===== src/rtl/stream_demux4.sv =====
// stream_demux4 -- 1-to-4 valid/ready stream demultiplexer.
//
// Each input word is routed to the output channel selected by in_sel and held
// in that channel's single-entry register buffer until the channel sink takes
// it. Channels drain independently, so a stalled sink only back-pressures
// words addressed to its own channel.
//
// Ports
//   clk                      rising-edge clock for all state
//   rst_n                    asynchronous active-low reset
//   in_valid/in_ready        input handshake
//   in_data[WIDTH-1:0]       input word
//   in_sel[1:0]              destination channel, sampled at the input handshake
//   outN_valid/outN_ready    per-channel output handshake, N = 0..3
//   outN_data[WIDTH-1:0]     per-channel buffered word
//   cnt0..cnt3[7:0]          per-channel output handshake counters, wrap at 255
//                            (present only with STREAM_DEMUX4_CNT_EN defined)
//
// Build option
//   STREAM_DEMUX4_CNT_EN     adds the cnt0..cnt3 ports and their counters
//
// Buffer state (one per channel)
//   state | meaning
//   EMPTY | no word held; outN_valid low, buffer may be loaded
//   FULL  | word held on outN_data; outN_valid high until the sink accepts it

module stream_demux4 #(
  parameter int WIDTH = 8
) (
  input  logic             clk,
  input  logic             rst_n,
`ifdef STREAM_DEMUX4_CNT_EN
  output logic [7:0]       cnt0,
  output logic [7:0]       cnt1,
  output logic [7:0]       cnt2,
  output logic [7:0]       cnt3,
`endif
  input  logic             in_valid,
  output logic             in_ready,
  input  logic [WIDTH-1:0] in_data,
  input  logic [1:0]       in_sel,
  output logic             out0_valid,
  input  logic             out0_ready,
  output logic [WIDTH-1:0] out0_data,
  output logic             out1_valid,
  input  logic             out1_ready,
  output logic [WIDTH-1:0] out1_data,
  output logic             out2_valid,
  input  logic             out2_ready,
  output logic [WIDTH-1:0] out2_data,
  output logic             out3_valid,
  input  logic             out3_ready,
  output logic [WIDTH-1:0] out3_data
);

  typedef enum logic {EMPTY = 1'b0, FULL = 1'b1} buf_state_t;

  buf_state_t       state  [4];
  logic [WIDTH-1:0] data_q [4];
  logic [3:0]       out_ready_v;
  logic [3:0]       full_v;
  logic [3:0]       drain_v;
  logic [3:0]       load_v;
  logic             in_fire;

  assign out_ready_v = {out3_ready, out2_ready, out1_ready, out0_ready};

  // A full buffer whose sink is accepting this cycle frees its slot on the
  // same edge, so the selected channel can take a new word without a bubble.
  assign in_ready = ~full_v[in_sel] | out_ready_v[in_sel];
  assign in_fire  = in_valid & in_ready;
  assign load_v   = in_fire ? (4'b0001 << in_sel) : 4'b0000;

  for (genvar g = 0; g < 4; g++) begin : g_chan
    assign full_v[g]  = (state[g] == FULL);
    // outN_ready only matters while a word is held.
    assign drain_v[g] = full_v[g] & out_ready_v[g];

    always_ff @(posedge clk or negedge rst_n) begin
      if (!rst_n) begin
        state[g]  <= EMPTY;
        data_q[g] <= '0;
      end else if (load_v[g]) begin
        state[g]  <= FULL;
        data_q[g] <= in_data;
      end else if (drain_v[g]) begin
        state[g]  <= EMPTY;
      end
    end
  end

  assign out0_valid = full_v[0];
  assign out1_valid = full_v[1];
  assign out2_valid = full_v[2];
  assign out3_valid = full_v[3];
  assign out0_data  = data_q[0];
  assign out1_data  = data_q[1];
  assign out2_data  = data_q[2];
  assign out3_data  = data_q[3];

`ifdef STREAM_DEMUX4_CNT_EN
  logic [7:0] cnt_q [4];

  for (genvar g = 0; g < 4; g++) begin : g_cnt
    always_ff @(posedge clk or negedge rst_n) begin
      if (!rst_n) begin
        cnt_q[g] <= '0;
      end else if (drain_v[g]) begin
        cnt_q[g] <= cnt_q[g] + 8'd1;
      end
    end
  end

  assign cnt0 = cnt_q[0];
  assign cnt1 = cnt_q[1];
  assign cnt2 = cnt_q[2];
  assign cnt3 = cnt_q[3];
`endif

endmodule


===== config.mk =====
export PLATFORM = sky130hd
export DESIGN_NAME = stream_demux4
export DESIGN_NICKNAME = d
export VERILOG_FILES = /design/src/rtl/stream_demux4.sv
export SDC_FILE = /design/constraint.sdc
export NUM_CORES = 1
export LEC_CHECK = 0
export ABC_AREA = 0
export BUFFER_PORTS_ARGS = -buffer_cell sky130_fd_sc_hd__buf_2
export CORE_ASPECT_RATIO = 1.2
export CORE_MARGIN = 10
export CORE_UTILIZATION = 35
export DETAILED_ROUTE_END_ITERATION = 10
export PLACE_DENSITY = 0.7
export SLEW_MARGIN = 20
export SYNTH_ARGS = -nofsm -noshare
export SYNTH_HDL_FRONTEND = slang
export SYNTH_SLANG_ARGS = --single-unit

===== constraint.sdc =====
create_clock -name clk -period 1.4 [get_ports clk]
set_input_delay 0.14 -clock clk [delete_from_list [all_inputs] [get_ports clk]]
set_output_delay 0.14 -clock clk [all_outputs]
set_load 0.005 [all_outputs]

==> impl_results.md, run 1 <==
* Setup_tns at -44.39 ps
* R2R Path Start: out2_valid
* Routed len/inst at 16.74 um
* TritonCTS sink count at 36
* Setup-failing EPs final at 1
* Largest net degree at the start of global routing at 21
* Max_cap viols at 0
* CTS root buf: clkbuf_8
* Die width at 77.76 um
* Placed cells at around 200
* Reg-to-reg endpoint: out2_data[6]
* Fin util at 0.5085
* Final #Nets at between 150 and 200
* Post-synthesis cell area at 1401 um2
* Crit Path Max Fanout at 2
* Vias/cell at approximately 4.6
* WP data arrival at 1300 ps
* Gr usage total at 0.1018
* Worst vdd ir at between 0.7 and 0.8 mV
* Comb pwr share at 0.235
* Hold path start: in_data[7]
* Multi-input gate area at 558.0 um2
* Post-synthesis cell type with the largest combined area: dfrtp_1
* Reg-to-reg slack, setup at 20 ps
* R2R depth at 5
* Antenna-violating nets left at 0
* HPWL after DPL at ~2700 um
* Sequential group share of total power at 0.493
* Post-route worst setup slack at -44.39 ps
* Switching fraction of total power at 0.2571
* Mapped Cells at 88
* Yosys reg bits at 36
* Hold Path Class: input port to register
* Final WL at 3533 um
* Max Freq at 692.3 MHz
* Pint at 0.002030 W
* Vias at 971
* Syn avg cell area at 15.92 um2
* # rows at 25
* Failing checks: negative setup slack
* Final Critical Period at about 1400 ps
* YS warnings at 0
* Die Ht at 89.32 um
* Leak at approximately 0.99 nW
* Critical Path Start Type: register
* CP endpoint kind: output port
* First-pass GRT wire length at 5382 um
* Clock transition at path regs at 70 ps
* Synth unique cells at 12
* Residual DRC at 0
* Placer Congestion at 0.7514
* Top Ports at 54
* Skew final at 3.742 ps
* Core area at 3910 um2
* Fin crit share at 1.032
* Critical path type: register to output port
* Power Density at 1374 nW/um2
* Total net switching power at ~0.00070 W
* Fraction of layout cells with a size suffix above 1 at 0.6879
* Met3 usage at 0.04728
* I/O Buffers at 53
* Initial Utilization at 0.3584
* Synth area leaders: dfrtp_1, mux2_2, nand2b_1, mux4_2, nand2_1
* Global routing usage on met2 at 0.1653
* Least-Margin Pin Slew at 440.1 ps
* Register area share after synthesis at 0.6429
* CTS Buffer Depth at 2
* Share of the synthesized area in the top cell type at 0.6429
* CP Data Required Time at ~1300 ps
* Max_slew headroom at 0.7066
* Top Usage Layer GRT: met2
* TritonCTS clock tree: done
* Area growth syn-to-layout at 41.88%
* Met1 Use GR at 0.1106
* Hold Fails Final Rpt at 0
* CTS H-tree lvls at 2
* Drt pass-1 iters at 4
* # diodes at 0
* Fin cells at about 210
* Hold path endpoint: out2_data[7]
* Fillers at 350
* RSZ-0062 raised after global routing: true
* Number of global-route vias before repair at 1079
* Cts bufs inserted at 5
* Synthesized Nets at 105
* Status: complete, but fails checks
* Clock latency on the worst-skew pair at just under 300 ps
* FF/Latch Area at ~900 um2
* WHS Path Cells at 2
* Final Slew Violations at 0
* Die area at ~6900 um2
* Initial drt markers at 32
* Clock network fraction of total power at 0.272
* Initial antenna violation count at 0
* Total grt overflow at 0
critical path: stages (launching register included):
cell and delay (ps):
dfrtp_1 340, nand2b_1 90, mux4_2 450, buf_2 140
Yosys cell counts:
master    number
nor2b_1        2
nand3b_2       1
mux4_2         1
buf_2          3
dfrtp_1       36
nor3b_4        1
nand2b_1       4
nand2_1        5
o21ai_0        1
and3_1         1
nand3_1        1
mux2_2        32
power by group through the flow:
stage / clock network [W] / registers (W) / logic [W]
2_1_floorplan: 0 / 0.00138 / 0.000218
3_3_place_gp: 0 / 0.00135 / 0.000561
3_5_place_dp: 0 / 0.00136 / 0.000578
4_1_cts: 0.000771 / 0.00134 / 0.000591
5_1_grt: 0.000814 / 0.00138 / 0.000707
6_report: 0.000742 / 0.00135 / 0.000642
layout make-up:
| cell class | instances | area share |
|---|---|---|
| Clock buffer | 6 | 0.04154 |
| Clock inverter | 2 | 0.005035 |
| Multi-Input combinational cell | 49 | 0.2807 |
| Sequential cell | 36 | 0.4531 |
| Tap cell | 54 | 0.03398 |
| Timing Repair Buffer | 64 | 0.1857 |
cell usage in the layout (no fill, tap or decap):
cell / synthesis / layout
buf_4: 0 / 5
nand2_1: 5 / 5
mux2_4: 0 / 16
mux4_2: 1 / 1
clkbuf_8: 0 / 6
nand3b_2: 1 / 1
buf_6: 0 / 5
clkinv_2: 0 / 2
nor3b_4: 1 / 1
nor2b_4: 0 / 1
mux2_2: 32 / 16
o21ai_0: 1 / 1
dfrtp_1: 36 / 36
nand3_1: 1 / 1
and3_4: 0 / 1
nand2b_1: 4 / 4
buf_2: 3 / 53
nor2b_1: 2 / 1
dlygate4sd3_1: 0 / 1
what timing repair did:
item                       in CTS  in global routing
setup buffers                   4                  0
hold endpoints to repair       19                  0
setup endpoints to repair       1                 25
resized for setup               1                 23
hold buffers                    1                  0
sequential cells by signal, indices dropped and copies added (netlist names):
name	flops
out3_valid	1
out0_valid	1
out3_data	8
out2_valid	1
out1_data	8
out0_data	8
out2_data	8
out1_valid	1
through the flow:
step	worst slack [ps]	power, W	area (um2)	hold WS, ps
finish	-44.39	0.002732	1988	121.0
global route	-102.2	0.002895	1988	122.4
CTS	-65.67	0.002707	1901	109.4
detailed placement	71.98	0.001941	1764	108.1
global placement	119.6	0.001912	1764	92.71
floorplan	109.6	0.001596	1401	-155.6
per-layer routing:
| metal | up-vias | wire (um) | part of all wire |
|---|---|---|---|
| met4 | 0 | 70 | 0.020 |
| met5 | - | 0 | 0 |
| met2 | 42 | 1732 | 0.49 |
| li1 | 443 | - | - |
| met1 | 479 | 1456 | 0.41 |
| met3 | 7 | 274 | 0.078 |
kinds of logic after synthesis:
| family | Yosys count | synth area share |
|---|---|---|
| compound gates | 1 | 0.003568 |
| buf+inv | 3 | 0.01071 |
| flops | 36 | 0.6429 |
| mux | 33 | 0.2732 |
| simple gates | 15 | 0.06964 |
worst max path at each step:
stage                    start           end  slack (ps)  cells past startpoint
floorplan           out2_valid  out2_data[0]         110                      3
global placement    out3_valid  out3_data[7]         120                      4
detailed placement   in_sel[1]  out1_data[3]          70                      5
CTS                 out0_valid      in_ready         -70                      3
global route        out3_valid      in_ready        -100                      3
finish              out0_valid      in_ready         -40                      3
(Power assumes the default switching activity.)
==> run 2: changes to the inputs <==
--- a/config.mk
+++ b/config.mk
@@ -6,7 +6,7 @@
 export NUM_CORES = 1
 export LEC_CHECK = 0
 export ABC_AREA = 0
-export BUFFER_PORTS_ARGS = -buffer_cell sky130_fd_sc_hd__buf_2
+export BUFFER_PORTS_ARGS = -buffer_cell sky130_fd_sc_hd__buf_4
 export CORE_ASPECT_RATIO = 1.2
 export CORE_MARGIN = 10
 export CORE_UTILIZATION = 35
==> impl_results.md, run 2 (synthesis gave the netlist of run 1 again) <==
* Critical Path Start Type: register
* Failing checks: negative setup slack
* WHS Path Cells at 2 (unchanged)
* I/O Buffers at 53 (unchanged)
* Hold Path Class: input port to register
* Die width at 77.76 um (unchanged)
* Reg-to-reg endpoint: out3_data[0]
* Area growth syn-to-layout at 45.71%
* Least-Margin Pin Slew at 437.5 ps (-2.532 ps)
* Power Density at 1360 nW/um2 (-1.1%)
* Top Usage Layer GRT: met2
* Core area at 3910 um2 (unchanged)
* CTS Buffer Depth at 2 (unchanged)
* Most frequent cells in the layout: buf_4, dfrtp_1, mux2_2
* Number of global-route vias before repair at 1077 (-0.19%)
* Setup-failing EPs final at 1 (unchanged)
* Clock transition at path regs at 60 ps (about the same)
* Worst path max stage delay at 490 ps (+40 ps)
* Final Critical Period at 1479 ps (+34.68 ps)
* Met3 usage at 0.04427 (-0.003018)
* R2R Path Start: out3_valid
* CTS H-tree lvls at 2 (unchanged)
* Fin util at 0.5222 (+0.01376)
* Die Ht at 89.32 um (unchanged)
* Worst vdd ir at 0.6368 mV (-9.3%)
* CTS root buf: clkbuf_8
* TritonCTS clock tree: done
* Dpl ws at 77.99 ps (+6.014 ps)
* Fin crit share at 1.056 (+0.02477)
* CP bufs+invs at 1 (unchanged)
* Routed len/inst at 16.66 um (-0.48%)
* Max_cap viols at 0 (unchanged)
* Top Ports at 54 (unchanged)
* Cts bufs inserted at 5 (unchanged)
* Fraction of layout cells with a size suffix above 1 at 0.6688 (-0.01911)
* Post-route worst setup slack at -79.07 ps (-34.68 ps)
* Largest net degree at the start of global routing at 37 (+76%)
* Initial Utilization at 0.3584 (unchanged)
* Most common cell after layout, fill and taps aside: buf_4
* Crit Path Max Fanout at 3 (+1)
* Antenna-violating nets left at 0 (unchanged)
* Max_slew headroom at 0.7083 (+0.001687)
* Vias at 965 (-0.62%)
* Skew final at 2.208 ps (-1.534 ps)
* Largest delay share family, worst path: multiplexers
* First-pass GRT wire length at 5575 um (+3.6%)
* Global routing usage on met2 at 0.1743 (+0.009057)
* Hold path start: in_data[7]
* Setup_tns at -79.07 ps (-34.68 ps)
* Hold Fails Final Rpt at 0 (unchanged)
* # rows at 25 (unchanged)
* Cells along the critical path: nand2b_1 > mux4_2 > buf_6
* Fillers at 349 (-0.29%)
* Placer Congestion at 0.7408 (-1.4%)
* Reg-to-reg slack, setup at 40 ps (+20 ps)
* Leak at 0.9772 nW (-1.5%)
* Residual DRC at 0 (unchanged)
* Vias/cell at 4.573 (-0.62%)
* CP endpoint kind: output port
* Initial antenna violation count at 0 (unchanged)
* Met1 Use GR at 0.1124 (+0.001803)
* Status: complete, but fails checks
* Fin cells at 211 (unchanged)
* Gr usage total at 0.1043 (+0.002544)
* TritonCTS sink count at 36 (unchanged)
* Clock latency on the worst-skew pair at 280 ps (about the same)
* Die area at 6945 um2 (unchanged)
* Critical path type: register to output port
* Final WL at 3516 um (-0.48%)
* R2R depth at 5 (unchanged)
* Slowest cell on the critical path: mux4_2
* # diodes at 0 (unchanged)
* Drt pass-1 iters at 4 (unchanged)
* Hold path endpoint: out2_data[7]
* Final Slew Violations at 0 (unchanged)
* Final #Nets at 173 (unchanged)
* RSZ-0062 raised after global routing: true
* Max Freq at 676.1 MHz (-2.3%)
* Total grt overflow at 0 (unchanged)
* Initial drt markers at 22 (-31%)
* CP Data Required Time at 1260 ps (about the same)
* WP data arrival at 1340 ps (+40 ps)
* Placed cells at 197 (-0.51%)
* HPWL after DPL at 2774 um (+4.4%)
[run 2: changes by cell type in the layout (fill, tap and decap cells not counted), sizes merged]
| cell | before | now |
|---|---|---|
| clkbuf | 6 | 8 |
| clkinv | 2 | 0 |
[run 2: worst max path at each step]
| stage | start | to | cells past startpoint |
|---|---|---|---|
| 6_report | out3_valid | in_ready | 3 |
| 5_1_grt | out3_valid | in_ready | 3 |
| 4_1_cts | out3_valid | in_ready | 3 |
| 3_5_place_dp | out2_valid | out2_data[2] | 4 |
| 3_3_place_gp | out3_valid | out3_data[7] | 4 |
| 2_1_floorplan | out2_valid | out2_data[0] | 3 |
[run 2: through the flow]
stage               total power (W)  instance area, um2  hold WS [ps]
finish                     0.002776                2042         112.4
global route               0.002938                2042         111.2
CTS                        0.002830                2016         103.0
detailed placement         0.002074                1889         119.7
global placement           0.002045                1889         107.7
floorplan                  0.001596                1401        -155.6
[run 2: report_power, final]
group / switching [W] / internal [W] / total, W
Clock: 0.000324 / 0.000400 / 0.000724
Sequential: 0.000110 / 0.00125 / 0.00136
Combinational: 0.000239 / 0.000457 / 0.000696
[run 2: repair_timing]
action | in CTS | in global routing
buffers inserted | 3 | 2
hold buffers | 1 | 0
gates resized for setup | 1 | 2
setup endpoints to repair | 1 | 9
cloned | 0 | 0
hold endpoints to repair | 36 | 0
[run 2: worst register-to-register path: stages (launching register included)]
cell	delay [ps]
dfrtp_1	380
nand2b_1	110
buf_4	120
nor2b_2	150
buf_4	160
mux2_2	330
[run 2: cell type report]
| type | count | area, um2 | share of cell area |
|---|---|---|---|
| clock buffer | 8 | 90.09 | 0.04412 |
| multi-input combinational | 49 | 496.7 | 0.2433 |
| sequential | 36 | 900.9 | 0.4412 |
| tap | 54 | 67.56 | 0.03309 |
| timing repair buffer | 64 | 486.7 | 0.2384 |
[run 2: routing by layer]
metal / up-vias / wire [um] / share of wire
met2: 40 / 1756 / 0.50
met1: 473 / 1441 / 0.41
met4: 0 / 72 / 0.020
met3: 6 / 246 / 0.070
met5: - / 0 / 0
li1: 446 / - / -
==> run 3: changes to the inputs <==
--- a/config.mk
+++ b/config.mk
@@ -11,6 +11,7 @@
 export CORE_MARGIN = 10
 export CORE_UTILIZATION = 35
 export DETAILED_ROUTE_END_ITERATION = 10
+export MAX_ROUTING_LAYER = met4
 export PLACE_DENSITY = 0.7
 export SLEW_MARGIN = 20
 export SYNTH_ARGS = -nofsm -noshare
==> impl_results.md, run 3 (synthesis gave the netlist of run 1 again) <==
* Most common cell after layout, fill and taps aside: buf_4
* Pint at 0.002103 W (unchanged)
* TritonCTS clock tree: done
* TritonCTS sink count at 36 (unchanged)
* Die area at 6945 um2 (unchanged)
* Skew final at 2.955 ps (+0.7465 ps)
* Final #Nets at 173 (unchanged)
* Number of global-route vias before repair at 1083 (+0.56%)
* Power Density at 1360 nW/um2 (about the same)
* Failing checks: negative setup slack
* Final hold slack at 111.1 ps (-1.299 ps)
* Setup-failing EPs final at 1 (unchanged)
* Fillers at 349 (unchanged)
* Antenna-violating nets left at 0 (unchanged)
* Worst vdd ir at 0.6359 mV (-0.14%)
* R2R depth at 5 (unchanged)
* Reg-to-reg endpoint: out3_data[0]
* R2R Path Start: out3_valid
* Die Ht at 89.32 um (unchanged)
* Crit path to: in_ready
* Comb pwr share at 0.251 (about the same)
* Die width at 77.76 um (unchanged)
* Multi-input gate area at 496.7 um2 (unchanged)
* Final Slew Violations at 0 (unchanged)
* Max Freq at 676.7 MHz (about the same)
* HPWL after DPL at 2774 um (unchanged)
* Core area at 3910 um2 (unchanged)
* CTS root buf: clkbuf_8
* Total net switching power at 0.0006734 W (about the same)
* CP Data Required Time at 1260 ps (about the same)
* CTS H-tree lvls at 2 (unchanged)
* Switching fraction of total power at 0.2425 (about the same)
* Gr usage total at 0.1069 (+0.002567)
* Critical Path Start Type: register
* Largest net degree at the start of global routing at 37 (unchanged)
* Critical path type: register to output port
* Total grt overflow at 0 (unchanged)
* Least-Margin Pin Slew at 438.8 ps (+1.295 ps)
* Max_slew headroom at 0.7075 (-0.0008630)
* CTS Buffer Depth at 2 (unchanged)
* Vias/cell at 4.583 (+0.21%)
* RSZ-0062 raised after global routing: true
* Initial Utilization at 0.3584 (unchanged)
* Routed len/inst at 16.62 um (-0.28%)
* Cts bufs inserted at 5 (unchanged)
* Initial drt markers at 18 (-18%)
* Status: complete, but fails checks
* Placer Congestion at 0.7500 (+1.2%)
* Final WL at 3506 um (-0.28%)
* Sequential group share of total power at 0.488 (about the same)
* CP endpoint kind: output port
* Hold path start: in_data[7]
* Leak at 0.9772 nW (unchanged)
* Most frequent cells in the layout: buf_4, dfrtp_1, mux2_2
* Post-route worst setup slack at -77.67 ps (+1.405 ps)
* Critical Path Source: out3_valid
* Clock transition at path regs at 60 ps (about the same)
* Top Ports at 54 (unchanged)
* Hold Fails Final Rpt at 0 (unchanged)
* WP data arrival at 1340 ps (about the same)
* Crit Path Max Fanout at 3 (unchanged)
* Clock network fraction of total power at 0.261 (about the same)
* Vias at 967 (+0.21%)
* Final Critical Period at 1478 ps (-1.405 ps)
* Area growth syn-to-layout at 45.71% (unchanged)
* Max_cap viols at 0 (unchanged)
* First-pass GRT wire length at 5547 um (-0.50%)
* # rows at 25 (unchanged)
* Hold Path Class: input port to register
* Drt pass-1 iters at 2 (-2)
* Setup_tns at -77.67 ps (+1.405 ps)
* FF/Latch Area at 900.9 um2 (unchanged)
* Residual DRC at 0 (unchanged)
* Fraction of layout cells with a size suffix above 1 at 0.6688 (unchanged)
* I/O Buffers at 53 (unchanged)
* Reg-to-reg slack, setup at 40 ps (about the same)
* Fin crit share at 1.055 (about the same)
* Initial antenna violation count at 0 (unchanged)
* # diodes at 0 (unchanged)
* Clock latency on the worst-skew pair at 280 ps (about the same)
==> run 3: cell counts in the layout (fill, tap and decap cells not counted) <==
No cell type changed its count.
==> run 3: how the worst min path moves through the flow <==
stage / end / slack (ps) / depth (start not counted)
floorplan: out0_data[0] / -160 / 0
global placement: out1_valid / 110 / 1
detailed placement: out1_valid / 120 / 1
CTS: out2_data[7] / 100 / 2
global route: out3_data[7] / 110 / 2
finish: out2_data[7] / 110 / 2
==> run 3: power by group through the flow <==
stage                     combinational, W  clock, W  sequential, W
after floorplan                   0.000218         0        0.00138
after global placement            0.000680         0        0.00136
after detailed placement          0.000699         0        0.00138
after CTS                         0.000712  0.000760        0.00136
after global routing              0.000760  0.000794        0.00138
final                             0.000696  0.000725        0.00136
==> run 3: layer usage <==
layer	part of all wire	GRT usage
met3	0.069	0.04125
met5	0	-
met4	0.013	0.04983
met1	0.41	0.1130
met2	0.50	0.1743
==> run 3: area by class of cell <==
cell class,instances,share of cell area
Sequential cell,36,0.4412
Multi-Input combinational cell,49,0.2433
Timing Repair Buffer,64,0.2384
Clock buffer,8,0.04412
Tap cell,54,0.03309
==> run 3: metrics by stage <==
| step | cell area (um2) | setup WS, ps | instances | util | power (W) |
|---|---|---|---|---|---|
| 5_1_grt | 2042 | -127.3 | 211 | 0.5222 | 0.002938 |
| 3_3_place_gp | 1889 | 114.6 | 197 | 0.4832 | 0.002045 |
| 2_1_floorplan | 1401 | 109.6 | 88 | - | 0.001596 |
| 3_5_place_dp | 1889 | 77.99 | 197 | 0.4832 | 0.002074 |
| 6_report | 2042 | -77.67 | 211 | 0.5222 | 0.002777 |
| 4_1_cts | 2016 | -87.92 | 209 | 0.5155 | 0.002830 |
==> run 3: worst max-delay path, stage by stage, from the launching register on <==
cell and delay (ps):
dfrtp_1 350, nand2b_1 90, mux4_2 490, buf_6 130
==> run 3: timing repair <==
| action | in CTS | in global routing |
|---|---|---|
| resized for setup | 1 | 2 |
| buffers inserted | 3 | 2 |
| hold endpoints to repair | 36 | 0 |
| cloned | 0 | 0 |
| hold buffers | 1 | 0 |
| setup endpoints to repair | 1 | 9 |
